File: src/rtl/prbs_chk_pkg.sv
// Shared types and constants for the PRBS-7 lane checker bank.
// Also holds the self-synchronising error-mask helper used by every lane.
package prbs_chk_pkg;

    typedef enum logic {
        HUNT   = 1'b0,
        LOCKED = 1'b1
    } lane_state_t;

    localparam int WORD_W     = 16;
    localparam int PRBS_TAP_A = 6;
    localparam int PRBS_TAP_B = 7;

    localparam int ERR_SEEN  = 0;
    localparam int LOCK_LOST = 1;

    // Bit i of the word should equal the XOR of the bits 6 and 7 older than it.
    function automatic logic [WORD_W-1:0] prbs7_err_mask(
        input logic [PRBS_TAP_B-1:0] prev,
        input logic [WORD_W-1:0]     data
    );
        logic [WORD_W+PRBS_TAP_B-1:0] s;
        logic [WORD_W-1:0]            m;
        s = {prev, data};
        for (int i = 0; i < WORD_W; i++) begin
            m[i] = s[i] ^ s[i+PRBS_TAP_A] ^ s[i+PRBS_TAP_B];
        end
        return m;
    endfunction

endpackage

File: src/rtl/prbs_lane_checker_bank_lane.sv
// One-lane PRBS-7 checker: lock FSM, errored-word counter and sticky status.
// Outputs update on the edge that samples the word; rx_valid low holds all lane state.
module prbs7_lane_checker
    import prbs_chk_pkg::*;
#(
    parameter int LOCK_CNT   = 16,
    parameter int UNLOCK_CNT = 4,
    parameter int CNT_W      = 16
) (
    input  logic              clk,
    input  logic              rst,
    input  logic [WORD_W-1:0] rx_data,
    input  logic              rx_valid,
    input  logic              prbs_counter_reset,
    output logic              locked,
    output logic [1:0]        prbs_error,
    output logic [CNT_W-1:0]  err_count
);

    localparam logic [7:0] LOCK_LAST   = 8'(LOCK_CNT - 1);
    localparam logic [7:0] UNLOCK_LAST = 8'(UNLOCK_CNT - 1);

    lane_state_t            state, state_nxt;
    logic [7:0]             good_run, good_run_nxt;
    logic [7:0]             bad_run, bad_run_nxt;
    logic [CNT_W-1:0]       cnt, cnt_nxt;
    logic                   err_seen, err_seen_nxt;
    logic                   lock_lost, lock_lost_nxt;
    logic [PRBS_TAP_B-1:0]  prev;
    logic                   prev_ok;
    logic [WORD_W-1:0]      err_mask;
    logic                   word_bad;
    logic                   word_good;

    assign err_mask  = prbs7_err_mask(prev, rx_data);
    // The all-zero word is the LFSR lock-up state, so it never passes as clean.
    assign word_bad  = rx_valid && ((rx_data == '0) || (prev_ok && (|err_mask)));
    assign word_good = rx_valid && prev_ok && !word_bad;

    always_comb begin
        state_nxt     = state;
        good_run_nxt  = good_run;
        bad_run_nxt   = bad_run;
        cnt_nxt       = cnt;
        err_seen_nxt  = err_seen;
        lock_lost_nxt = lock_lost;
        case (state)
            HUNT: begin
                if (word_good) begin
                    if (good_run == LOCK_LAST) begin
                        state_nxt    = LOCKED;
                        bad_run_nxt  = '0;
                        good_run_nxt = '0;
                    end else begin
                        good_run_nxt = good_run + 8'd1;
                    end
                end else if (word_bad) begin
                    good_run_nxt = '0;
                end
            end
            LOCKED: begin
                if (word_bad) begin
                    if (cnt != '1) begin
                        cnt_nxt = cnt + CNT_W'(1);
                    end
                    err_seen_nxt = 1'b1;
                    if (bad_run == UNLOCK_LAST) begin
                        state_nxt     = HUNT;
                        good_run_nxt  = '0;
                        bad_run_nxt   = '0;
                        lock_lost_nxt = 1'b1;
                    end else begin
                        bad_run_nxt = bad_run + 8'd1;
                    end
                end else if (word_good) begin
                    bad_run_nxt = '0;
                end
            end
        endcase
        // A clear coincident with a bad word wins over the increment.
        if (prbs_counter_reset) begin
            cnt_nxt       = '0;
            err_seen_nxt  = 1'b0;
            lock_lost_nxt = 1'b0;
        end
    end

    always_ff @(posedge clk) begin
        if (rst) begin
            state     <= HUNT;
            good_run  <= '0;
            bad_run   <= '0;
            cnt       <= '0;
            err_seen  <= 1'b0;
            lock_lost <= 1'b0;
            prev      <= '0;
            prev_ok   <= 1'b0;
        end else begin
            state     <= state_nxt;
            good_run  <= good_run_nxt;
            bad_run   <= bad_run_nxt;
            cnt       <= cnt_nxt;
            err_seen  <= err_seen_nxt;
            lock_lost <= lock_lost_nxt;
            if (rx_valid) begin
                prev    <= rx_data[PRBS_TAP_B-1:0];
                prev_ok <= 1'b1;
            end
        end
    end

    assign locked                = (state == LOCKED);
    assign prbs_error[ERR_SEEN]  = err_seen;
    assign prbs_error[LOCK_LOST] = lock_lost || (state != LOCKED);
    assign err_count             = cnt;

endmodule

File: src/rtl/prbs_lane_checker_bank.sv
// NLINKS-lane PRBS-7 checker bank; prbs_start flags that every lane is locked.
// prbs_start is registered and lags locked by one cycle; no backpressure, rx_valid qualifies words.
module prbs_lane_checker_bank
    import prbs_chk_pkg::*;
#(
    parameter int NLINKS     = 4,
    parameter int LOCK_CNT   = 16,
    parameter int UNLOCK_CNT = 4,
    parameter int CNT_W      = 16
) (
    input  logic                          clk,
    input  logic                          rst,
    input  logic [NLINKS-1:0][WORD_W-1:0] rx_data,
    input  logic [NLINKS-1:0]             rx_valid,
    input  logic                          prbs_counter_reset,
    output logic                          prbs_start,
    output logic [NLINKS-1:0][1:0]        prbs_error,
    output logic [NLINKS-1:0]             locked,
    output logic [NLINKS-1:0][CNT_W-1:0]  err_count
);

    for (genvar g = 0; g < NLINKS; g++) begin : g_lane
        prbs7_lane_checker #(
            .LOCK_CNT   (LOCK_CNT),
            .UNLOCK_CNT (UNLOCK_CNT),
            .CNT_W      (CNT_W)
        ) u_lane (
            .clk                (clk),
            .rst                (rst),
            .rx_data            (rx_data[g]),
            .rx_valid           (rx_valid[g]),
            .prbs_counter_reset (prbs_counter_reset),
            .locked             (locked[g]),
            .prbs_error         (prbs_error[g]),
            .err_count          (err_count[g])
        );
    end

    always_ff @(posedge clk) begin
        if (rst) begin
            prbs_start <= 1'b0;
        end else begin
            prbs_start <= &locked;
        end
    end

endmodule

File: config.mk
export PLATFORM = sky130hd
export DESIGN_NAME = prbs_lane_checker_bank
export DESIGN_NICKNAME = d
export VERILOG_FILES = /design/src/rtl/prbs_chk_pkg.sv /design/src/rtl/prbs_lane_checker_bank_lane.sv /design/src/rtl/prbs_lane_checker_bank.sv
export SDC_FILE = /design/constraint.sdc
export NUM_CORES = 1
export LEC_CHECK = 0
export ABC_AREA = 1
export BUFFER_PORTS_ARGS = -buffer_cell sky130_fd_sc_hd__buf_2
export CAP_MARGIN = 15
export CORE_MARGIN = 5
export CORE_UTILIZATION = 64
export DETAILED_ROUTE_END_ITERATION = 10
export PLACE_DENSITY_LB_ADDON = 0.08
export SYNTH_ARGS = -nofsm -noshare
export SYNTH_HDL_FRONTEND = slang
export SYNTH_HIERARCHICAL = 1
export SYNTH_SLANG_ARGS = --single-unit
File: constraint.sdc
create_clock -name clk -period 5.7 [get_ports clk]
set_clock_uncertainty 0.2 [all_clocks]
set_input_delay 1.14 -clock clk [delete_from_list [all_inputs] [get_ports clk]]
set_output_delay 1.14 -clock clk [all_outputs]
set_load 0.05 [all_outputs]
==> run summary <==
The clock sink count is 173. The logs give 11900 for the number of global-route vias before repair and 0.00611 uW for the static power due to leakage. Each instance of the synthesized netlist takes up on average 6.26 sq um.

In this run the critical register-to-register path is launched from g_lane[2].u_lane/err_count[0]. For the number of antenna violations at the first check in global routing, the log shows 0. The run gives 38 as the distinct cell type count of the synthesized netlist. The number of standard-cell rows in the floorplan was 50; the count of flip-flops with a built-in enable after synthesis was 0. Global routing used 28.6% of the available tracks across all layers. The initial cell density of the core was 65.4%.

Dividing the detail-routed via count by the number of cells gives 5.54. The first routing iteration left 802 violations. The total congestion overflow after global routing is 0, and the signed area change from the synthesized netlist to the final layout is 11.2%.

For the routed via count, the log shows 12900. The max-slew headroom at the worst pin was 58.6%; the maximum net fanout on the critical path was 24. Counting every net in the synthesized netlist gives 2043.

At the worst endpoint, the arrival time is 3.11 ns. In the final timing run, aggregate negative setup slack is 0 ns. The root buffer cell chosen for the clock tree is sky130_fd_sc_hd__clkbuf_16.

Setup repair after global routing left no endpoint under its margin. Kind of end point of the critical path: a register. Fraction of the cycle the final worst path needs: 52.8%.

The startpoint identified for the worst hold timing path is g_lane[1].u_lane/lock_lost. The flow ran to the end, and the final reports show no timing, DRC or antenna violations. STA puts the critical path data required time at 5.80 ns. The time the final worst path needs with I/O delays and setup was 3.01 ns; the count of buffers added by post-CTS timing repair for setup was 0. Of the cells placed in the final design, the portion with a size suffix greater than 1 is 16.6%. The synthesized flop and latch total works out to 173. Counting every instance in the synthesized netlist gives 1960. At the end of routability-driven placement, the weighted congestion stood at 0.972. Input and output buffers added on the ports amount to 147.

The number of non-filler instances in the completed layout was 2325; the final count of hold timing violations was 0. After clock tree synthesis, the flow added hold-fix buffers numbering 0. The post-detailed-routing wire length is 32100 um.

The floorplan step defined a die boundary enclosing 22000 sq um. TritonCTS built the clock tree. The tools report the count of TritonRoute iterations in the first routing pass as 5.

The chip height came out at 148 um. In this run, post-CTS repair resized a total of 0 instances. The number of antenna diodes in the final layout is 0. TritonCTS created 17 clock buffers. For the number of violations of the max-capacitance limit, the log shows 0. In this run, placement finished with an instance count of 2293. VDD sags by at most 0.000190 V. In this run the horizontal extent of the chip is 148 um. The core region area was 18800 sq um. The tools report the largest net degree at the start of global routing as 38. The critical path starts at rx_valid[3]. The path category of the worst min-delay check is register to register.

In the layout the commonest cells are 514 x sky130_fd_sc_hd__nand2_1, 242 x sky130_fd_sc_hd__nand3_1, 224 x sky130_fd_sc_hd__nor2_1. Dividing the detail-routed wire length by the instance count gives 13.8 um. For this run, the number of Yosys warnings is 6. After clock tree synthesis, the clock-pin slew on the worst setup and hold paths is 0.07 ns. The mapped netlist covers 12300 sq um. First-pass GRT wire length: 53500 um.

DRC violations left: 0. The library cell used most frequently in the layout, excluding fill and tap cells, is sky130_fd_sc_hd__nand2_1. The net count of the finished layout is 2161.

The count of nets left with antenna violations once routing finished came out at 0. Setup violations remaining at the end of the flow were counted as 0. Based on the critical path, the design can be clocked at up to 332 MHz.

No sink is reached through more buffers than the 2 on the longest clock path. The most used flip-flop cell after synthesis is sky130_fd_sc_hd__dfxtp_1. The later pin in the worst-skew pair is clocked with a latency of 0.43 ns. The run gives 148 as the top-level port count. The HPWL after detailed placement is 23900 um, and the power per unit of standard cell area is 205 nW/um^2. The final max-slew violation count is 0. The total number of H-tree levels came out at 4.

For the pin with the worst max-slew slack, the measured transition is 0.619 ns. Summing the sequential cell areas from Yosys gives 28.2% of the chip area. Type of element launching the critical path: a primary input. For this run, asynchronously set or reset flops after synthesis account for 0%. By startpoint and endpoint, the worst setup path is classified as primary input to register.
==> routing by layer <==
layer	routed length (um)	track usage, %
met1	14000	36.8
met2	15300	49.0
met3	2320	5.88
met4	536	7.16
met5	0	0
==> worst max-delay path: stages <==
cell,delay [ns]
sky130_fd_sc_hd__buf_2,0.24
sky130_fd_sc_hd__nand2_1,0.11
sky130_fd_sc_hd__inv_2,0.06
sky130_fd_sc_hd__nand3_1,0.06
sky130_fd_sc_hd__inv_1,0.06
sky130_fd_sc_hd__nand3_1,0.15
sky130_fd_sc_hd__nand2_1,0.14
sky130_fd_sc_hd__inv_2,0.06
sky130_fd_sc_hd__nor2_4,0.48
sky130_fd_sc_hd__nand3_4,0.29
sky130_fd_sc_hd__o21ai_0,0.25
sky130_fd_sc_hd__a21oi_1,0.08
==> flip-flops by register name, summed over array words and instances (netlist names) <==
| register | count |
|---|---|
| g_lane.u_lane/locked | 4 |
| prbs_start | 1 |
| g_lane.u_lane/good_run | 32 |
| g_lane.u_lane/err_seen | 4 |
| g_lane.u_lane/prev_ok | 4 |
| g_lane.u_lane/lock_lost | 4 |
| g_lane.u_lane/err_count | 64 |
| g_lane.u_lane/prev | 28 |
| g_lane.u_lane/bad_run | 32 |
==> Yosys cell counts, types with 4 or more instances <==
cell type,n,area [sq um]
sky130_fd_sc_hd__nand3_2,8,80.1
sky130_fd_sc_hd__nand3_1,242,1210
sky130_fd_sc_hd__nor2_2,13,81.3
sky130_fd_sc_hd__inv_2,37,139
sky130_fd_sc_hd__nor4_1,19,119
sky130_fd_sc_hd__dfxtp_1,173,3460
sky130_fd_sc_hd__and3_1,7,43.8
sky130_fd_sc_hd__nand4_1,58,363
sky130_fd_sc_hd__nor2_1,224,841
sky130_fd_sc_hd__nor2_4,7,78.8
sky130_fd_sc_hd__a21oi_2,21,184
sky130_fd_sc_hd__xnor2_1,20,175
sky130_fd_sc_hd__xor2_1,68,596
sky130_fd_sc_hd__nand3b_1,21,158
sky130_fd_sc_hd__nand2_1,514,1930
sky130_fd_sc_hd__o21ai_0,31,155
sky130_fd_sc_hd__nor3_2,4,40.0
sky130_fd_sc_hd__buf_4,10,75.1
sky130_fd_sc_hd__nor3_1,26,130
sky130_fd_sc_hd__inv_1,199,747
sky130_fd_sc_hd__ha_1,12,150
sky130_fd_sc_hd__nand2_4,6,67.6
sky130_fd_sc_hd__clkbuf_1,24,90.1
sky130_fd_sc_hd__nand2_2,56,350
sky130_fd_sc_hd__or2_2,4,25.0
sky130_fd_sc_hd__a21oi_1,120,601
sky130_fd_sc_hd__buf_2,11,55.1
==> stage by stage <==
| step | utilization (%) | worst slack, ns | area, sq um | total power, uW | hold slack [ns] |
|---|---|---|---|---|---|
| 2_1_floorplan | - | 3.03 | 12300 | 1490 | 0.230 |
| 3_3_place_gp | 69.3 | 2.40 | 13000 | 1580 | 0.245 |
| 3_5_place_dp | 69.3 | 2.32 | 13000 | 1590 | 0.252 |
| 4_1_cts | 72.7 | 2.76 | 13600 | 2810 | 0.264 |
| 5_1_grt | 72.7 | 2.53 | 13600 | 2920 | 0.290 |
| 6_report | 72.7 | 2.69 | 13600 | 2800 | 0.261 |
==> logic make-up after synthesis <==
family / synth area share [%]
compound gates: 8.05
simple gates: 46.3
buf+inv: 9.93
flops: 28.2
xor+xnor: 6.28
fa+ha+maj: 1.22
==> report_power, final <==
part | switching [uW] | internal [uW]
sequential | 14.2 | 1220
clock | 510 | 724
combinational | 223 | 103
total | 747 | 2050
==> worst paths after layout <==
path / to / slack, ns / cells past startpoint
max reg2reg: g_lane[2].u_lane/err_count[2] / 3.23 / 9
min: g_lane[1].u_lane/lock_lost / 0.26 / 2
max: g_lane[3].u_lane/err_count[0] / 2.69 / 12
min reg2reg: g_lane[1].u_lane/lock_lost / 0.26 / 2
==> area by class of cell <==
| class | count | area, sq um |
|---|---|---|
| multi-input cells | 1496 | 7590 |
| fillers | 1635 | 5120 |
| flip-flops and latches | 173 | 3460 |
| inverters | 242 | 923 |
| repair buffers | 148 | 743 |
| clock buffers | 19 | 453 |
| well taps | 234 | 293 |
| clock inverters | 13 | 181 |
No activity file was read; power rests on OpenSTA's default activity.
